### config.mk
export PLATFORM = sky130hd
export DESIGN_NAME = exe_seq
export DESIGN_NICKNAME = d
export VERILOG_FILES = /design/src/rtl/exe_seq.sv
export SDC_FILE = /design/constraint.sdc
export NUM_CORES = 1
export LEC_CHECK = 0
export CORE_AREA = 3 3 49 51
export CTS_CLUSTER_DIAMETER = 40
export CTS_CLUSTER_SIZE = 28
export DETAILED_ROUTE_END_ITERATION = 6
export DIE_AREA = 0 0 52 54
export PLACE_DENSITY = 0.73
export SLEW_MARGIN = 20
export SYNTH_ARGS = -nofsm -noshare
export SYNTH_HDL_FRONTEND = slang
export SYNTH_SLANG_ARGS = --single-unit
### constraint.sdc
create_clock -name i_clk -period 2.72 [get_ports i_clk]
set_input_delay 0.544 -clock i_clk [delete_from_list [all_inputs] [get_ports i_clk]]
set_output_delay 0.544 -clock i_clk [all_outputs]
set_load 0.03 [all_outputs]
### src/rtl/exe_seq.sv
`default_nettype none
// ============================================================================
//  Module      : exe_seq
//  Description : Execute-stage sequencer for the RV32I pipeline. Owns the
//                ID->EX handshake, schedules the shared iterative mul/div
//                unit, holds results under MEM back-pressure, inserts the
//                load-use bubble and raises the front-end flush when a taken
//                jump retires from EX.
//  Options     : EXE_STALL_CNT_EN - adds the 32-bit o_stall_cnt output.
//  Revision    : 1.0 - initial release
// ============================================================================
module exe_seq #(
    parameter int FLUSH_DRAIN = 1
) (
    input  logic       i_clk,
    input  logic       i_rst,
    input  logic       i_id_valid,
    output logic       o_id_ready,
    input  logic       i_id_multi,
    input  logic       i_id_is_load,
    input  logic [4:0] i_id_rd,
    input  logic [4:0] i_id_rs1,
    input  logic [4:0] i_id_rs2,
    input  logic       i_id_use_rs1,
    input  logic       i_id_use_rs2,
    output logic       o_ex_load,
    output logic       o_mc_start,
    input  logic       i_mc_done,
    input  logic       i_jump_taken,
    output logic       o_ex_valid,
    input  logic       i_mem_ready,
    output logic       o_flush
`ifdef EXE_STALL_CNT_EN
    ,
    output logic [31:0] o_stall_cnt
`endif
);

    typedef enum logic [1:0] {
        S_EMPTY = 2'd0,
        S_FULL  = 2'd1,
        S_MC    = 2'd2,
        S_DRAIN = 2'd3
    } state_t;

    localparam logic [2:0] C_DRAIN_INIT = 3'(FLUSH_DRAIN);

    state_t     r_state;
    logic [2:0] r_cnt;
    logic       r_is_load;
    logic [4:0] r_rd;
    logic       r_mc_first;

    logic w_hazard;
    logic w_retire;
    logic w_id_ready;
    logic w_accept;

    // A load still sitting in EX whose destination is read by the next
    // instruction costs one bubble; MEM->EX forwarding covers it afterwards.
    assign w_hazard = (r_state == S_FULL) & r_is_load & (r_rd != 5'd0) & i_id_valid &
                      ((i_id_use_rs1 & (i_id_rs1 == r_rd)) |
                       (i_id_use_rs2 & (i_id_rs2 == r_rd)));

    assign w_retire = (r_state == S_FULL) & i_mem_ready;

    // Decode-side ready; gated by reset so every output reads 0 while held.
    always_comb begin
        w_id_ready = 1'b0;
        case (r_state)
            S_EMPTY: w_id_ready = 1'b1;
            S_FULL:  w_id_ready = w_retire & ~i_jump_taken & ~w_hazard;
            S_DRAIN: w_id_ready = 1'b1;
            default: w_id_ready = 1'b0;
        endcase
        w_id_ready = w_id_ready & i_rst;
    end

    // Instructions handshaken during DRAIN are swallowed, never captured.
    assign w_accept   = i_id_valid & w_id_ready & (r_state != S_DRAIN);

    assign o_id_ready = w_id_ready;
    assign o_ex_load  = w_accept;
    assign o_ex_valid = (r_state == S_FULL);
    assign o_mc_start = (r_state == S_MC) & r_mc_first;
    assign o_flush    = w_retire & i_jump_taken & i_rst;

    // Sequencer state, captured-instruction attributes and drain counter.
    always_ff @(posedge i_clk or negedge i_rst) begin
        if (!i_rst) begin
            r_state    <= S_EMPTY;
            r_cnt      <= 3'd0;
            r_is_load  <= 1'b0;
            r_rd       <= 5'd0;
            r_mc_first <= 1'b0;
        end else begin
            r_mc_first <= 1'b0;
            if (w_accept) begin
                r_is_load <= i_id_is_load;
                r_rd      <= i_id_rd;
            end
            case (r_state)
                S_EMPTY: begin
                    if (w_accept) begin
                        if (i_id_multi) begin
                            r_state    <= S_MC;
                            r_mc_first <= 1'b1;
                        end else begin
                            r_state <= S_FULL;
                        end
                    end
                end
                S_FULL: begin
                    if (w_retire) begin
                        if (i_jump_taken) begin
                            if (FLUSH_DRAIN == 0) begin
                                r_state <= S_EMPTY;
                            end else begin
                                r_state <= S_DRAIN;
                                r_cnt   <= C_DRAIN_INIT;
                            end
                        end else if (w_accept) begin
                            // Back-to-back: the retiring slot is refilled now.
                            if (i_id_multi) begin
                                r_state    <= S_MC;
                                r_mc_first <= 1'b1;
                            end else begin
                                r_state <= S_FULL;
                            end
                        end else begin
                            r_state <= S_EMPTY;
                        end
                    end
                end
                S_MC: begin
                    if (i_mc_done) begin
                        r_state <= S_FULL;
                    end
                end
                S_DRAIN: begin
                    r_cnt <= r_cnt - 3'd1;
                    if (r_cnt <= 3'd1) begin
                        r_state <= S_EMPTY;
                    end
                end
                default: r_state <= S_EMPTY;
            endcase
        end
    end

`ifdef EXE_STALL_CNT_EN
    logic [31:0] r_stall_cnt;

    // Counts cycles where decode offers work that EX cannot take.
    always_ff @(posedge i_clk or negedge i_rst) begin
        if (!i_rst) begin
            r_stall_cnt <= 32'd0;
        end else if (i_id_valid & ~w_id_ready & (r_state != S_DRAIN)) begin
            r_stall_cnt <= r_stall_cnt + 32'd1;
        end
    end

    assign o_stall_cnt = r_stall_cnt;
`endif

endmodule
`default_nettype wire

# Yosys cells after proc, flatten, opt, wreduce, memory -nomap -nowiden
# Index checks and enable logic that the tools add are counted.
[totals]
register_bits = 12
in_bits = 25
output_inout_bits = 5
word_cells = 59
[classes]
addsub = 1
order_cmp = 1
eq_ne = 11
mux = 17
bitwise = 18
n_reduce_logical = 6
[op_table]
columns = ["operator", "count"]
rows = [
  ["$and A1 B1 Y1", 15],
  ["$mux W2", 7],
  ["$eq A5 B5 Y1", 2],
  ["$ne A2 B2 Y1 const B", 5],
  ["$pmux W2 S4", 1],
  ["$mux W3", 2],
  ["$pmux W3 S2", 1],
  ["$reduce_bool A5 Y1", 1],
  ["$eq A2 B2 Y1 const B", 2],
  ["$mux W1", 4],
  ["$pmux W1 S2", 2],
  ["$reduce_and A4 Y1", 1],
  ["$le A3 B1 Y1 const B", 1],
  ["$reduce_and A3 Y1", 1],
  ["$sub A3 B1 Y3 const B", 1],
  ["$eq A2 B1 Y1 const B", 1],
  ["$logic_not A2 Y1", 1],
  ["$ne A2 B1 Y1 const B", 1],
  ["$not A1 Y1", 2],
  ["$reduce_bool A2 Y1", 1],
  ["$reduce_or A2 Y1", 1],
  ["$or A1 B1 Y1", 1],
]

# Logic depth before layout (Yosys ltp)
# Gate-level depths: netlist of the first run.
[logic_depth]
depth_word = 15
mapped_depth = 9
mapped_depth_nobuf = 8

# Worst setup path after synthesis of the first run
# Ideal clock, no wire load.
[synth_timing]
path_kind = "register -> output"
from = "register r_state[1]"
to = "output o_id_ready"
t_arrival_ps = 2143
required_time_ps = 2176
path_slack_ps = 33
path_stages_with_launch = 7
n_path_buf = 0
cell_sequence = "dfrtp_1 inv_1 ha_1 nand3b_1 a31o_2 a31o_2 a21oi_1"
[synth_between]
elab_chain_cells = 9
word_cells_on_any_way = 14
cone_classes = "eq/ne: 2; mux: 1; bitwise: 9; reduce/logical: 2"
[synth_rtl]
columns = ["item", "line_no", "source"]
rows = [
  ["start: declaration", "48", "state_t r_state;"],
  ["start signal: assignment", "91", "r_state <= S_EMPTY;"],
  ["start signal: assignment", "106", "r_state <= S_MC;"],
  ["start signal: assignment", "109", "r_state <= S_FULL;"],
  ["$eq A2 B1 Y1 *", "n/a", ""],
  ["net o_ex_valid", "30", "output logic o_ex_valid,"],
  ["$and A1 B1 Y1 (4 in a row)", "61", "assign w_hazard = (r_state == S_FULL) & r_is_load & (r_rd != 5'd0) & i_id_valid &"],
  ["$not A1 Y1", "72", "S_FULL: w_id_ready = w_retire & ~i_jump_taken & ~w_hazard;"],
  ["$and A1 B1 Y1", "72", ""],
  ["$pmux W1 S2 *", "70", "case (r_state)"],
  ["$and A1 B1 Y1 *", "76", "w_id_ready = w_id_ready & i_rst;"],
  ["end: declaration", "18", "output logic o_id_ready,"],
]
# Mark *: on every way through the listed nets, which the timed path passes. The rest lies on a longest branch.

# Worst setup path in the final report of the first run
[layout_timing]
from = "register r_state[0]"
to = "output o_ex_load"
[layout_between]
elab_chain_cells = 11
word_cells_on_any_way = 17
cone_classes = "eq/ne: 3; mux: 1; bitwise: 11; reduce/logical: 2"
[layout_rtl]
columns = ["item", "line_no", "source"]
rows = [
  ["$eq A2 B1 Y1", "61, 65, 70", ""],
  ["$and A1 B1 Y1 (4 in a row)", "61", ""],
  ["$not A1 Y1", "72", ""],
  ["$and A1 B1 Y1", "72", ""],
  ["$pmux W1 S2", "70", ""],
  ["$and A1 B1 Y1", "76", ""],
  ["$and A1 B1 Y1", "80", "assign w_accept = i_id_valid & w_id_ready & (r_state != S_DRAIN);"],
  ["$and A1 B1 Y1 *", "80", ""],
  ["end: declaration", "26", "output logic o_ex_load,"],
]
# Mark *: on every way between the ends. The rest lies on a longest branch, timed or not.

==> run_results.csv, run 1 <==
group,metric,value,unit
critical_path,critPathLaunchType,"flip-flop",
cts,clk_pin_slew,0.07,ns
layout,insertedDiodeCount,0,
floorplanning,fp.coreArea,1980,µm²
place,dp_hpwl,1.63,mm
critical_path,crit_fanout,4,
cts,ctsHoldBuffers,0,
power_and_ir_drop,power.share.sequential,30.7,%
sta,fin_crit,2.62,ns
global_route,grt_max_degree,14,
synthesis,ys_seq_area_share,34.0,%
cts,clock_latency,0.27,ns
detailed_routing,drc,0,
critical_path,slowest_stage,"or3b_4",
floorplanning,die_h,54,µm
status,status,"finished, final reports clean",
critical_path,cp.arrival,2.08,ns
sta,fmax,381,MHz
critical_path,worstSetupPathType,"reg2out",
floorplanning,core.rowCount,16,
layout,layout-drive-gt1-share,20.6,%
min_path,hold_class,"reg2reg",
synthesis,synth_area,882,µm²
cts,cts_htree_levels,1,
sta,slew_viol_final,0,
sta,setup_viol,0,
detailed_routing,ant_nets,0,
sta,max_slew_margin,74.9,%
power_and_ir_drop,clkPwrFrac,12.6,%
global_route,grt_pass1_vias,823,
sta,rsz0062_at_grt,"false",
sta,tightest_slew,0.373,ns
synthesis,yosysWarnings,0,
power_and_ir_drop,p_int,666,µW
power_and_ir_drop,switching_share,41.4,%
layout,final_common_cell,"clkdlybuf4s50_1",
detailed_routing,first_pass_iters,4,
cts,cts_sinks,12,
detailed_routing,wl_per_cell,13.1,µm
synthesis,syn_avg_cell_area,9.91,µm²
place,globalplace.congestion,0.841,
detailed_routing,avgViaCountPerCell,5.10,
synthesis,yosys.cell_types.count,31,
synthesis,synth_cells,89,
cts,clockBufferDepth,2,
critical_path,slowest_delay,0.41,ns
place,place_area,1220,µm²
floorplanning,start_util,44.5,%
layout,syn2layout_area_growth,43.0,%
critical_path,path_cells,"inv_1 -> ha_1 -> nand2b_1 -> or3b_4 -> a31o_1 -> o22ai_2 -> buf_4",
floorplanning,ios,30,
cts,tritoncts,"built",
detailed_routing,num_vias,781,
synthesis,synth_seq_cells,12,
run,maxCapViolations,0,
power_and_ir_drop,p_leak,0.539,nW
cts,root_buffer,"clkbuf_4",
global_route,grt_pass1_wl,3.48,mm
sta,fin_crit_sh,96.5,%
layout,final_nets,159,
layout,design_area,1260,µm²
power_and_ir_drop,peakVddDrop,0.000526,V
detailed_routing,drt_iter0_drc,5,
layout,mostFrequentLayoutCells,"26 x clkdlybuf4s50_1, 12 x dfrtp_1, 9 x inv_1, 8 x xor2_1, 8 x buf_4",
sta,setup_tns,0,ns
floorplanning,dieWidth,52,µm
floorplanning,die_area,2810,µm²
power_and_ir_drop,switchingPower,470,µW
power_and_ir_drop,comb_power_share,56.7,%
synthesis,synth_nets,121,
cts,cts_resized,0,
global_route,grt.total_usage,16.8,%
critical_path,critPathCaptureType,"output pin",
place,port_buffers,29,
global_route,antenna_found_initial,0,
global_route,grt-ovfl-total,0,
cts,cts_buffers,3,
sta,fin_skew,0.00614,ns
sta,hold_violations,0,
power_and_ir_drop,power.density,901,nW/µm²
critical_path,worst_ep_required_time,2.18,ns
detailed_routing,routed_wl,2.01,mm
==> path summary, 6_finish.rpt <==
check / to / startpoint / slack [ns] / cells after the start
worst min-delay path: r_cnt[2] / r_cnt[2] / 0.53 / 1
max in group asynchronous: r_cnt[0] / i_rst / 1.94 / 2
worst max-delay path: o_ex_load / r_state[0] / 0.1 / 7
min in group asynchronous: r_mc_first / i_rst / 0.61 / 2
worst min register to register: r_cnt[2] / r_cnt[2] / 0.53 / 1
worst max register to register: r_state[1] / r_state[0] / 0.39 / 9
==> critical path: cells and delay by family (launching register included) <==
family	cells	cell delay (ns)
AND/OR/NAND/NOR	2	0.58
buffers and inverters	2	0.30
adder cells (fa/ha/maj)	1	0.19
AO/OA/AOI/OAI	2	0.34
flip-flops	1	0.39
==> area by class of cell <==
| type | count | area, µm² |
|---|---|---|
| clock buffers | 4 | 36.3 |
| inverters | 9 | 33.8 |
| fillers | 171 | 721 |
| repair buffers | 34 | 320 |
| flip-flops and latches | 12 | 300 |
| multi-input cells | 67 | 537 |
| well taps | 27 | 33.8 |
==> kinds of logic after synthesis <==
logic type / Yosys count / synth area share, %
compound gates: 23 / 18.9
simple gates: 21 / 14.5
flops: 12 / 34.0
xor+xnor: 10 / 9.93
buf+inv: 10 / 5.11
fa+ha+maj: 7 / 9.93
mux: 6 / 7.66
==> metrics by stage <==
step / hold WS [ns] / power, mW / utilization, % / setup WS [ns] / instances
finish: 0.527 / 1.14 / 63.6 / 0.0956 / 153
global route: 0.551 / 1.24 / 63.6 / 0.00303 / 153
CTS: 0.530 / 1.14 / 63.3 / 0.0820 / 152
detailed placement: 0.511 / 0.989 / 61.4 / 0.110 / 148
global placement: 0.497 / 0.971 / 61.4 / 0.107 / 148
floorplan: 0.248 / 0.803 / - / 0.0327 / 89
==> synth_stat cells, drive strengths merged <==
library cell,instances,area (µm²)
a22o,1,8.76
o21ai,7,35.0
buf,1,11.3
nand3b,1,7.51
inv,9,33.8
a221oi,1,15.0
or3b,1,11.3
o2bb2ai,1,8.76
nor4,2,12.5
o31ai,1,7.51
o21ba,1,10.0
and2,1,6.26
o311a,1,10.0
or3,1,6.26
and4,1,10.0
o22ai,1,12.5
nand2b,1,6.26
xor2,8,70.1
o21a,1,7.51
dfrtp,12,300
a31o,3,26.3
nor3b,1,7.51
nand3,2,22.5
a21oi,5,25.0
nor2,4,15.0
nand2,6,22.5
mux2,6,67.6
xnor2,2,17.5
ha,7,87.6
==> power groups by stage <==
stage,registers (mW),clock network [mW],logic [mW]
2_1_floorplan,0.330,0,0.473
3_3_place_gp,0.350,0,0.620
3_5_place_dp,0.353,0,0.636
4_1_cts,0.349,0.147,0.639
5_1_grt,0.359,0.160,0.724
6_report,0.349,0.143,0.644
==> sequential cells by signal (all words and copies together), names as in the netlist <==
name and count:
r_mc_first 1, r_is_load 1, r_rd 5, r_cnt 3
r_state 2
==> per-layer routing <==
metal	global-route usage (%)	routed length, µm	up-vias
met1	19.2	863	359
met3	5.26	164	4
met5	0	0	-
met2	28.9	955	28
li1	-	-	390
met4	6.99	21	0
==> repair_timing <==
action | 4_1_cts | 5_1_grt
buffers inserted | 0 | 1
endpoints found under the setup margin | 0 | 1
endpoints found under the hold margin | 0 | 0
Power figures use the tool's default switching activity.
==> run 2: changes to the inputs <==
--- a/config.mk
+++ b/config.mk
@@ -11,6 +11,7 @@
 export DETAILED_ROUTE_END_ITERATION = 6
 export DIE_AREA = 0 0 52 54
 export PLACE_DENSITY = 0.73
+export SKIP_LAST_GASP = 1
 export SLEW_MARGIN = 20
 export SYNTH_ARGS = -nofsm -noshare
 export SYNTH_HDL_FRONTEND = slang
==> results of run 2 <==
Same layout as run 1: the final DEF is identical, and so are final timing and power.
==> variant, RTL diff (config.mk and constraints of run 2) <==
The 4 states of `state_t` get a one-hot encoding in 4 bits.
--- a/src/rtl/exe_seq.sv
+++ b/src/rtl/exe_seq.sv
@@ -37,9 +37,9 @@
 );
 
-    typedef enum logic [1:0] {
-        S_EMPTY = 2'd0,
-        S_FULL  = 2'd1,
-        S_MC    = 2'd2,
-        S_DRAIN = 2'd3
+    typedef enum logic [3:0] {
+        S_EMPTY = 4'b0001,
+        S_FULL  = 4'b0010,
+        S_MC    = 4'b0100,
+        S_DRAIN = 4'b1000
     } state_t;
 
Behaviour: same outputs for any inputs over 10 cycles, from zero or initial values and one cycle with i_rst low; not proved beyond that.
==> variant against run 2 <==
  * Global-route usage rose by 1.1 points
  * Worst setup slack improved by 0.0061 ns
  * Count of clock-buffer cells in the layout did not move
  * Sequential share of layout area rose by 1.4 points
  * Maximum frequency rose by 0.23%
  * Area after synthesis rose by 8.7%
  * Final area rose by 11%
  * Sequential cell count rose by 2
  * Clock skew rose by 0.0017 ns
  * Routed wire length rose by 13%
  * Critical path type is now input pin to primary output
  * Critical endpoint unchanged
  * Largest cell class unchanged
  * Highest routed layer unchanged
Power is not compared: it rests on default switching activity, and its combinational part moved more than twofold at a synthesized area within 25%.
==> variant: results (changes against run 2) <==
Status: finished clean (unchanged)
FF-to-FF End: r_rd[3]$_DFFE_PN0P_ (was r_state[1]$_DFFE_PN0P_)
Final #Nets: 168 (was 159)
Mapped Nets: 124 (was 121)
FP Rows: 16 (unchanged)
TritonCTS Buffers: 3 (unchanged)
Top post-synthesis cells by area: dfrtp_1, xnor2_1, mux2_2 (was dfrtp_1, ha_1, xor2_1)
Asr flop ratio synth: 100% (unchanged)
Initial antenna violation count: 0 (unchanged)
Worst Hold Path EP: r_cnt[0]$_DFFE_PN0P_ (was r_cnt[2]$_DFFE_PN0P_)
Setup slack, reg-to-reg: 0.61 ns (was 0.39 ns)
HP Class: flop to flop (unchanged)
Hold Startpoint: r_cnt[0]$_DFFE_PN0P_ (was r_cnt[2]$_DFFE_PN0P_)
Setup Fix Bufs, Post-CTS: 0 (unchanged)
Post-Synth XOR/XNOR Area: 11.9% (was 9.93%)
Crit path DAT: 2.07 ns
Clock Path Buffers: 2 (unchanged)
Hold path cells: 1 (unchanged)
Synth top area share: 33.9% (was 34.0%)
Overall routing resource usage: 17.9% (was 16.8%)
Worst-path fanout max: 12 (was 4)
Most frequent cells after synthesis: dfrtp_1, xnor2_1, nand2_1 (was dfrtp_1, inv_1, xor2_1)
Iter 0 DRT Violations: 5 (unchanged)
Port Buf Inserts: 29 (unchanged)
# H-tree levels: 1 (unchanged)
Complex-gate fraction of the synthesized area: 13.4% (was 18.9%)
Clock skew: 0.00781 ns (was 0.00614 ns)
Clock Latency Late Sink: 0.28 ns
Drt via density: 5.14 (was 5.10)
Largest net degree at the start of global routing: 13 (was 14)
Final WL: 2260 µm (was 2010 µm)
Lkg Pwr: 0.589 nW
Fill cells: 150 (was 171)
Worst slew pin tran: 0.544 ns (was 0.373 ns)
Post-synthesis adder-cell area fraction: 2.61% (was 9.93%)
Final GP Congestion: 0.831 (was 0.841)
Vias in the first global route: 839 (was 823)
Layout cells sized above 1: 22.1% (was 20.6%)
Mux cell area share after synthesis: 7.05% (was 7.66%)
Max VDD drop: 0.532 mV
DP Wirelength: 1890 µm (was 1630 µm)
Reg2reg path depth: 7 (was 9)
Top Registers: r_rd (5), r_state (4), r_cnt (3) (was r_rd (5), r_cnt (3), r_state (2))
FF-to-FF Start: r_state[2]$_DFFE_PN0P_ (was r_state[0]$_DFFE_PN0P_)
Clock-pin slew on the worst setup and hold paths: 0.10 ns (was 0.07 ns)
Clock root cell: clkbuf_4 (unchanged)
Post-synth cell types: 36 (was 31)
Post-synthesis sequential area ratio: 36.7% (was 34.0%)
Mapped Area: 958 µm² (was 882 µm²)
Drt first pass iters: 4 (unchanged)
Syn. warnings: 0 (unchanged)
Place WS: -0.123 ns (was 0.110 ns)
First-pass GRT wire length: 3680 µm (was 3480 µm)
Diode count: 0 (unchanged)
==> variant: logic make-up after synthesis <==
logic type | after synthesis
multiplexers | 6
adder cells (fa/ha/maj) | 2
flip-flops | 14
XOR/XNOR | 13
buffers and inverters | 7
AND/OR/NAND/NOR | 37
AO/OA/AOI/OAI | 18
==> variant: what timing repair did <==
item,4_1_cts,5_1_grt
hold buffers,0,0
resized for setup,1,0
endpoints found under the setup margin,1,0
==> variant: area by class of cell <==
| type | count | share of cell area (%) |
|---|---|---|
| tap | 27 | 2.42 |
| multi-input combinational | 76 | 41.1 |
| clock buffer | 4 | 2.60 |
| sequential | 14 | 25.2 |
| timing repair buffer | 43 | 27.9 |
| inverter | 3 | 0.807 |
==> variant: critical path: stages <==
cell and delay, ns:
clkdlybuf4s50_1 0.57, buf_4 0.23, nand3_1 0.15, o21bai_2 0.26
a21oi_4 0.14, buf_4 0.18
==> variant: report_power, final <==
group	internal [mW]	switching (mW)
logic	0.149	0.105
registers	0.256	0.0554
clock network	0.0813	0.0736
==> variant: through the flow <==
step           total power, mW  utilization, %  std cells  hold WS (ns)  cell area, µm²
5_1_grt                  0.764            70.4        167         0.532            1400
2_1_floorplan            0.472               -         97         0.248             958
3_5_place_dp             0.571            68.6        163         0.501            1360
6_report                 0.720            70.4        167         0.510            1400
4_1_cts                  0.725            70.4        167         0.515            1400
3_3_place_gp             0.560            68.6        163         0.495            1360
==> variant: worst max-delay path by stage <==
stage	start	slack, ns	cells past startpoint	endpoint
finish	i_rst	0.10	6	o_ex_load
global route	i_rst	0.02	6	o_ex_load
CTS	i_rst	0.09	6	o_ex_load
detailed placement	i_id_rs2[1]	-0.12	7	o_id_ready
global placement	i_id_rs2[0]	-0.09	7	o_id_ready
floorplan	r_state[2]$_DFFE_PN0P_	0.22	5	o_id_ready
==> variant: per-layer routing <==
layer  GRT usage [%]  share of wire, %
met5               0                 0
met4            7.86               1.2
met3            3.32               2.2
met2            29.7                51
met1            22.5                45
